$ cat config.mk
export PLATFORM = sky130hd
export DESIGN_NAME = audio_tdm_out
export DESIGN_NICKNAME = d
export VERILOG_FILES = /design/src/rtl/audio_tdm_out.sv
export SDC_FILE = /design/constraint.sdc
export NUM_CORES = 1
export LEC_CHECK = 0
export ABC_CLOCK_PERIOD_IN_PS = 3800
export CAP_MARGIN = 20
export CORE_MARGIN = 8
export CORE_UTILIZATION = 49
export CTS_CLUSTER_DIAMETER = 50
export CTS_CLUSTER_SIZE = 8
export DETAILED_ROUTE_END_ITERATION = 16
export HOLD_SLACK_MARGIN = 0.03
export PLACE_DENSITY_LB_ADDON = 0.1
export SYNTH_ARGS = -nofsm -noshare
export SYNTH_HDL_FRONTEND = slang
export SYNTH_SLANG_ARGS = --single-unit
$ cat constraint.sdc
create_clock -name AUD_XCK -period 3.8 [get_ports AUD_XCK]
set_input_delay 0.76 -clock AUD_XCK [delete_from_list [all_inputs] [get_ports AUD_XCK]]
set_output_delay 0.76 -clock AUD_XCK [all_outputs]
set_load 0.01 [all_outputs]
$ cat src/rtl/audio_tdm_out.sv
// audio_tdm_out: serial DAC output stage for the synth engine.
// Sends CHANNELS samples per frame on one data line, in I2S (LR pairs,
// one-bit data delay) or TDM (one-bit frame pulse, no delay) format.
// Derives BCLK and LRCK from AUD_XCK. Samples pass through a one-deep
// valid/ready holding register into a shadow register at each frame boundary.
// Optional build macro AUDIO_TDM_MUTE_ON_UNDERRUN_EN: a frame that starts
// with the holding register empty goes out silent instead of repeating.

// Maps one sample onto the slot bits in transmit order: slot[k] is sent
// k BCLKs into the slot, MSB first, with zero padding after the sample.
module audio_tdm_slot #(
  parameter int SAMPLE_W = 24,
  parameter int SLOT_W   = 32
) (
  input  logic [SAMPLE_W-1:0] sample,
  output logic [SLOT_W-1:0]   slot
);
  for (genvar k = 0; k < SLOT_W; k++) begin : g_bit
    if (k < SAMPLE_W) begin : g_data
      assign slot[k] = sample[SAMPLE_W-1-k];
    end else begin : g_pad
      assign slot[k] = 1'b0;
    end
  end
endmodule

module audio_tdm_out #(
  parameter int CHANNELS = 2,
  parameter int SAMPLE_W = 24,
  parameter int SLOT_W   = 32,
  parameter int BCLK_DIV = 4
) (
  input  logic                         AUD_XCK,
  input  logic                         reset_reg_N,
  input  logic [CHANNELS*SAMPLE_W-1:0] sample_in,
  input  logic                         sample_valid,
  output logic                         sample_ready,
  input  logic                         mode,
  output logic                         AUD_BCLK,
  output logic                         AUD_DACLRCK,
  output logic                         AUD_DACDAT,
  output logic                         frame_start,
  output logic                         underrun
);
  localparam int F  = CHANNELS * SLOT_W;
  localparam int BW = $clog2(F);
  localparam int DW = $clog2(BCLK_DIV);

  localparam logic [DW-1:0] DIV_LAST = DW'(BCLK_DIV - 1);
  localparam logic [DW-1:0] DIV_HALF = DW'(BCLK_DIV / 2);
  localparam logic [BW-1:0] BIT_LAST = BW'(F - 1);
  localparam logic [BW-1:0] BIT_HALF = BW'(F / 2);

  localparam logic [0:0] MODE_I2S = 1'b0;
  localparam logic [0:0] MODE_TDM = 1'b1;

  logic [DW-1:0] div_cnt, div_nxt;
  logic [BW-1:0] bit_cnt, bit_nxt;
  logic          div_wrap, boundary, accept;

  logic [CHANNELS-1:0][SAMPLE_W-1:0] hold_q, hold_nxt;
  logic [CHANNELS-1:0][SAMPLE_W-1:0] shadow_q, shadow_nxt;
  logic [0:0]    mode_q, mode_nxt;
  logic          ready_nxt;

  // Transmit-order bit streams of the current and the next-cycle shadow.
  logic [F-1:0]  stream_cur, stream_nxt;
  logic          dat_nxt, lrck_nxt, bclk_nxt;

  for (genvar c = 0; c < CHANNELS; c++) begin : g_lane
    audio_tdm_slot #(.SAMPLE_W(SAMPLE_W), .SLOT_W(SLOT_W)) u_cur (
      .sample (shadow_q[c]),
      .slot   (stream_cur[c*SLOT_W +: SLOT_W])
    );
    audio_tdm_slot #(.SAMPLE_W(SAMPLE_W), .SLOT_W(SLOT_W)) u_nxt (
      .sample (shadow_nxt[c]),
      .slot   (stream_nxt[c*SLOT_W +: SLOT_W])
    );
  end

  assign div_wrap = (div_cnt == DIV_LAST);
  assign div_nxt  = div_wrap ? '0 : div_cnt + DW'(1);
  assign bit_nxt  = !div_wrap ? bit_cnt : ((bit_cnt == BIT_LAST) ? '0 : bit_cnt + BW'(1));
  assign boundary = div_wrap && (bit_cnt == BIT_LAST);
  assign accept   = sample_valid && sample_ready;
  assign bclk_nxt = (div_nxt >= DIV_HALF);

  // Holding/shadow handoff, mode latch and next serial bit.
  always_comb begin
    hold_nxt   = hold_q;
    shadow_nxt = shadow_q;
    mode_nxt   = mode_q;
    ready_nxt  = sample_ready;
    if (accept) begin
      hold_nxt  = sample_in;
      ready_nxt = 1'b0;
    end
    if (boundary) begin
      mode_nxt = mode;
      if (!sample_ready) begin
        shadow_nxt = hold_q;
        ready_nxt  = 1'b1;
      end else begin
`ifdef AUDIO_TDM_MUTE_ON_UNDERRUN_EN
        shadow_nxt = '0;
`else
        shadow_nxt = shadow_q;
`endif
      end
    end
    // I2S bit 0 carries the last bit of the outgoing frame, so it is read
    // from the shadow before it reloads; TDM bit 0 already uses the new one.
    if (mode_nxt == MODE_TDM) begin
      dat_nxt  = stream_nxt[bit_nxt];
      lrck_nxt = (bit_nxt == BIT_LAST);
    end else begin
      dat_nxt  = (bit_nxt == '0) ? stream_cur[F-1] : stream_cur[bit_nxt - BW'(1)];
      lrck_nxt = (bit_nxt >= BIT_HALF);
    end
  end

  // Divider, bit counter, sample buffers and status pulses.
  always_ff @(posedge AUD_XCK or negedge reset_reg_N) begin
    if (!reset_reg_N) begin
      div_cnt      <= '0;
      bit_cnt      <= '0;
      hold_q       <= '0;
      shadow_q     <= '0;
      mode_q       <= MODE_I2S;
      sample_ready <= 1'b1;
      AUD_BCLK     <= 1'b0;
      frame_start  <= 1'b0;
      underrun     <= 1'b0;
    end else begin
      div_cnt      <= div_nxt;
      bit_cnt      <= bit_nxt;
      hold_q       <= hold_nxt;
      shadow_q     <= shadow_nxt;
      mode_q       <= mode_nxt;
      sample_ready <= ready_nxt;
      AUD_BCLK     <= bclk_nxt;
      frame_start  <= boundary;
      underrun     <= boundary && sample_ready;
    end
  end

  // Data and LRCK move only on the BCLK falling edge.
  always_ff @(posedge AUD_XCK or negedge reset_reg_N) begin
    if (!reset_reg_N) begin
      AUD_DACDAT  <= 1'b0;
      AUD_DACLRCK <= 1'b0;
    end else if (div_wrap) begin
      AUD_DACDAT  <= dat_nxt;
      AUD_DACLRCK <= lrck_nxt;
    end
  end
endmodule

**After elaboration in Yosys (flattened, before gate mapping)**

Index checks and enable logic that the tools add are counted.

- Reductions and logical operators: 4
- Shift-type cells: 0
- Multipliers: 0
- Magnitude comparators: 4
- Add/sub/neg operators: 3
- Equal/unequal tests: 3
- Muxes and demuxes: 16
- Divide/modulo/power cells: 0
- Bitwise gates (word level): 0

Operators by type and width:

| operator | number |
|---|---|
| $mux W48 | 2 |
| $lt A6 B7 Y1 const B | 2 |
| $bmux W1 S6 | 2 |
| $eq A6 B6 Y1 const B | 2 |
| $mux W6 | 2 |
| $mux W1 | 9 |
| $add A6 B1 Y6 const B | 1 |
| $ge A6 B6 Y1 const B | 1 |
| $logic_not A6 Y1 | 1 |
| $sub A6 B1 Y6 const B | 1 |
| $logic_and A1 B1 Y1 | 3 |
| $add A2 B1 Y2 const B | 1 |
| $eq A2 B2 Y1 const B | 1 |
| $ge A2 B2 Y1 const B | 1 |
| $mux W2 | 1 |

- Latch bits: 0
- Bits of input ports: 52
- Memories: 0
- Memory bits (read-only): 0
- Output and inout port bits: 6
- RAM bits: 0
- Bits in registers: 111

**Longest topological paths before layout**

- Depth after elaboration: 8
- Depth in mapped cells: 13
- Gate-level depth less buffers: 10

**By module**

Synthesis repeated with hierarchy kept, for this count alone.

- Cell total of the unflattened synthesis: 573
- Area total of the unflattened synthesis: 6547.5 µm²

By module, submodules not included:

| module | area an instance (µm²) | cells each | times used | sequential area each (µm²) |
|---|---|---|---|---|
| audio_tdm_out | 5571.6 | 441 | 1 | 2753.9 |
| audio_tdm_slot | 244.0 | 33 | 4 | 0.0 |

**Worst setup path after synthesis**

No wires, ideal clock.

- Kind: register to register
- From: register AUD_BCLK (netlist name)
- To: register AUD_DACDAT
- Setup time: 140 ps
- Stages on the path, launching flop included: 13
- Setup slack: 1294 ps
- Period minus slack after synthesis: 2506 ps
- Arrival: 2366 ps
- Data required time: 3660 ps
- Path buffers: 2
- Path through: dfrtp_1 > ha_1 > buf_4 > xor2_2 > o21ai_1 > inv_2 > buf_2 > mux2i_1 > a211oi_1 > a2111oi_0 > o22ai_1 > o221ai_1 > o2111ai_1

RTL lines:

| item | line | RTL |
|---|---|---|
| end signal: assignment | 153 | `AUD_DACDAT <= dat_nxt;` |
| end: declaration | 41 | `output logic AUD_DACDAT,` |

==> results.toml <==
[die]
start_util_pct = 49.77
num_rows = 38
coreArea_um2 = 10790
die_area_um2 = 14570
die_x_um = 120.7
ios = 58
fp.dieH_um = 120.7

[placement]
dpl.hpwl_um = 9397
gp_congestion = 0.9214
place_area_um2 = 6123
port_buffers = 57

[timing]
finalHoldViolCount = 0
drv_slew = 0
max_freq_mhz = 310.0
slew_headroom_pct = 59.52
min_period_ns = 3.226
fin_crit_sh_pct = 84.90
rsz0062_at_grt = "no"
fin_tns_setup_ns = 0
setup_viol = 0
skew_ns = 0.01200
worst_pin_slew_ns = 0.6052

[global_routing]
antenna_found_initial = 0
globalRouteTotalUtil_pct = 19.37
first_global_vias = 4315
grt_overflow_total = 0
grt_max_degree = 67
grt_pass1_wl_um = 22480

[clock_tree]
clk_root_buffer_cell = "clkbuf_8"
cts_tree = "yes"
cts.sinks = 110
cts_made_buffers = 9
clock_latency_ns = 0.40
cts.path.max_buffers = 2
cts_setup_buffers = 0
cts.clk_slew.worst_paths_ns = 0.11
holdBufCountCts = 0
cts_resized = 0
htree_levels = 3

[drt]
ant_nets = 0
wire_per_inst_um = 18.28
highest_layer = "met4"
first_pass_iters = 5
wl_um = 13120
drc = 0
num_vias = 4113
routed_via_density = 5.728
m1WireLength_um = 6040
drtIter0Drc = 280
wl_met2_um = 6204
wl_met3_um = 667

[power_and_ir_drop]
irDropWorstVdd_uv = 376.5
cellPowerDensity_nw_per_um2 = 327.3
power.leakage_nw = 2.830

[status]
outcome = "finished, final reports clean"

[synthesis]
yosysTopAreaCell = "dfrtp_1"
synth_area_leaders = "dfrtp_1, mux2_2, nand2_1"
synth.cell_area_um2 = 5371
synth-async-reset-ratio_pct = 100.0
synth_top_area_share_pct = 50.78
syn_inst = 522
ys_warn_count = 0
ys_ff_latch = 110
synthFlopType = "dfrtp_1"
avgSynthCellArea_um2 = 10.29
yosysSeqAreaShare_pct = 51.27
synth_cell_types = 61
syn_nets = 576
synth_edf_count = 0

[flow_run]
drv_cap = 0

[setup_path]
critPathCaptureType = "flip-flop"
critPathMaxStageDelay_ns = 0.61
critPathTopFamily = "simple AND/OR/NAND/NOR gates"
worstPathRequired_ns = 4.13
critical_path_class = "flip-flop to flip-flop"
timing.critical_path.cells = "ha_1 > nand4_2 > nor3_4 > buf_4 > buf_4 > nand2_1 > nand2_1 > a2111oi_0 > a211oi_1 > o221ai_1 > o2111ai_1"
cp-start-kind = "flip-flop"
crit_fanout = 15
cp_num_buf_inv = 2
crit_arrival_ns = 3.55
worst_path_max_delay_cell = "nor3_4"

[cells_and_area]
drive_gt1_share_pct = 19.72
num_antenna_cells = 0
nNetsFinal = 627
area_growth_pct = 17.35
fin_area_um2 = 6304

[hold_path]
hold_path.class = "primary input to asynchronous set/reset pin"
cell type report:
cell class | count | area (um2)
inverters | 11 | 41.29
well taps | 140 | 175.2
repair buffers | 73 | 725.7
clock inverters | 7 | 56.30
multi-input cells | 368 | 2427
flip-flops and latches | 110 | 2754
clock buffers | 9 | 123.9
fillers | 951 | 4489
synthesized netlist by cell type, types with 2 or more instances:
library cell	n
xnor2_1	3
a31oi_1	4
a22oi_1	3
o221ai_1	3
a22o_1	3
inv_2	5
o22a_1	2
a211oi_1	2
nand3_1	12
dfrtp_1	109
o211ai_1	5
nor2_1	15
clkbuf_1	14
nor4_1	3
nor3_1	6
a21oi_1	17
mux2_2	63
buf_1	3
nor2_2	2
o21ai_0	10
o2111ai_1	4
a2111oi_0	4
o21ai_1	4
buf_2	13
or3_1	4
inv_1	6
nand2_1	135
and2_1	5
o32ai_1	4
xor2_2	2
a311oi_1	6
and3_1	4
nand4_1	9
mux2i_1	8
buf_4	3
ha_1	2
worst register-to-register path: cells and delay by family (launching register included):
family	cells	cell delay [ns]
buffers and inverters	2	0.55
AOI/OAI and AO/OA	4	0.71
and+or+nand+nor	4	1.12
adders and majority gates	1	0.42
DFF	1	0.37
per-stage QoR:
step	utilization (%)	power, mW	std cells	hold WS (ns)	setup WS [ns]
finish	58.40	2.063	718	0.3476	0.5738
global route	58.40	2.159	718	0.3690	0.3288
global placement	56.74	1.413	702	0.4109	0.7032
CTS	58.40	2.099	718	0.3447	0.5532
floorplan	-	1.323	522	0.4007	1.294
detailed placement	56.74	1.420	702	0.4143	0.5918
sequential cells by signal, indices dropped and copies added (netlist names):
register,count
hold_q,48
shadow_q,48
bit_cnt,6
AUD_BCLK,1
AUD_DACDAT,1
AUD_DACLRCK,1
div_cnt,1
frame_start,1
mode_q,1
sample_ready,1
underrun,1
final timing paths:
kind,start,endpoint,slack [ns],cells after the start
setup / recovery,AUD_BCLK$_DFF_PN0_,AUD_DACDAT$_DFFE_PN0N_,0.57,11
hold / removal,reset_reg_N,hold_q[27]$_DFFE_PN0P_,0.35,1
setup reg to reg,AUD_BCLK$_DFF_PN0_,AUD_DACDAT$_DFFE_PN0N_,0.57,11
hold reg to reg,div_cnt[0]$_DFF_PN0_,div_cnt[0]$_DFF_PN0_,0.43,1
max in group asynchronous,reset_reg_N,sample_ready$_DFF_PN1_,2.67,2
min in group AUD_XCK,div_cnt[0]$_DFF_PN0_,div_cnt[0]$_DFF_PN0_,0.43,1
metal layers:
layer | up-vias | GRT usage (%)
li1 | 1950 | -
met1 | 2039 | 26.07
met5 | - | 0
met4 | 0 | 5.933
met3 | 17 | 4.942
met2 | 107 | 30.11
logic make-up (layout without fill, tap and decap cells):
family / after synthesis / after routing / share of synthesized area [%]
AND/OR/NAND/NOR: 203 / 203 / 17.10
flip-flops: 110 / 110 / 51.27
AO/OA/AOI/OAI: 84 / 84 / 11.09
multiplexers: 73 / 73 / 15.23
buffers and inverters: 44 / 100 / 3.587
XOR/XNOR: 6 / 6 / 1.258
adder cells (fa/ha/maj): 2 / 2 / 0.4658
report_power, final:
| group | leakage, nW | switching (mW) | internal [mW] |
|---|---|---|---|
| logic | 1.30 | 0.0426 | 0.0897 |
| registers | 1.44 | 0.0314 | 1.23 |
| clock network | 0.0906 | 0.424 | 0.246 |
| total | 2.83 | 0.498 | 1.56 |
placed cells by master, fill, tap and decap left out, drive strengths merged, types with 5 or more instances in the layout:
master           n
and2             5
nand3           13
clkbuf           9
nor3             7
nor2            17
buf             17
dfrtp          109
inv             14
o21ai           14
a21oi           17
nand2          136
clkdlybuf4s50   56
a311oi           6
mux2i            9
mux2            64
nand4           10
o211ai           5
No activity file was read; power rests on OpenSTA's default activity.
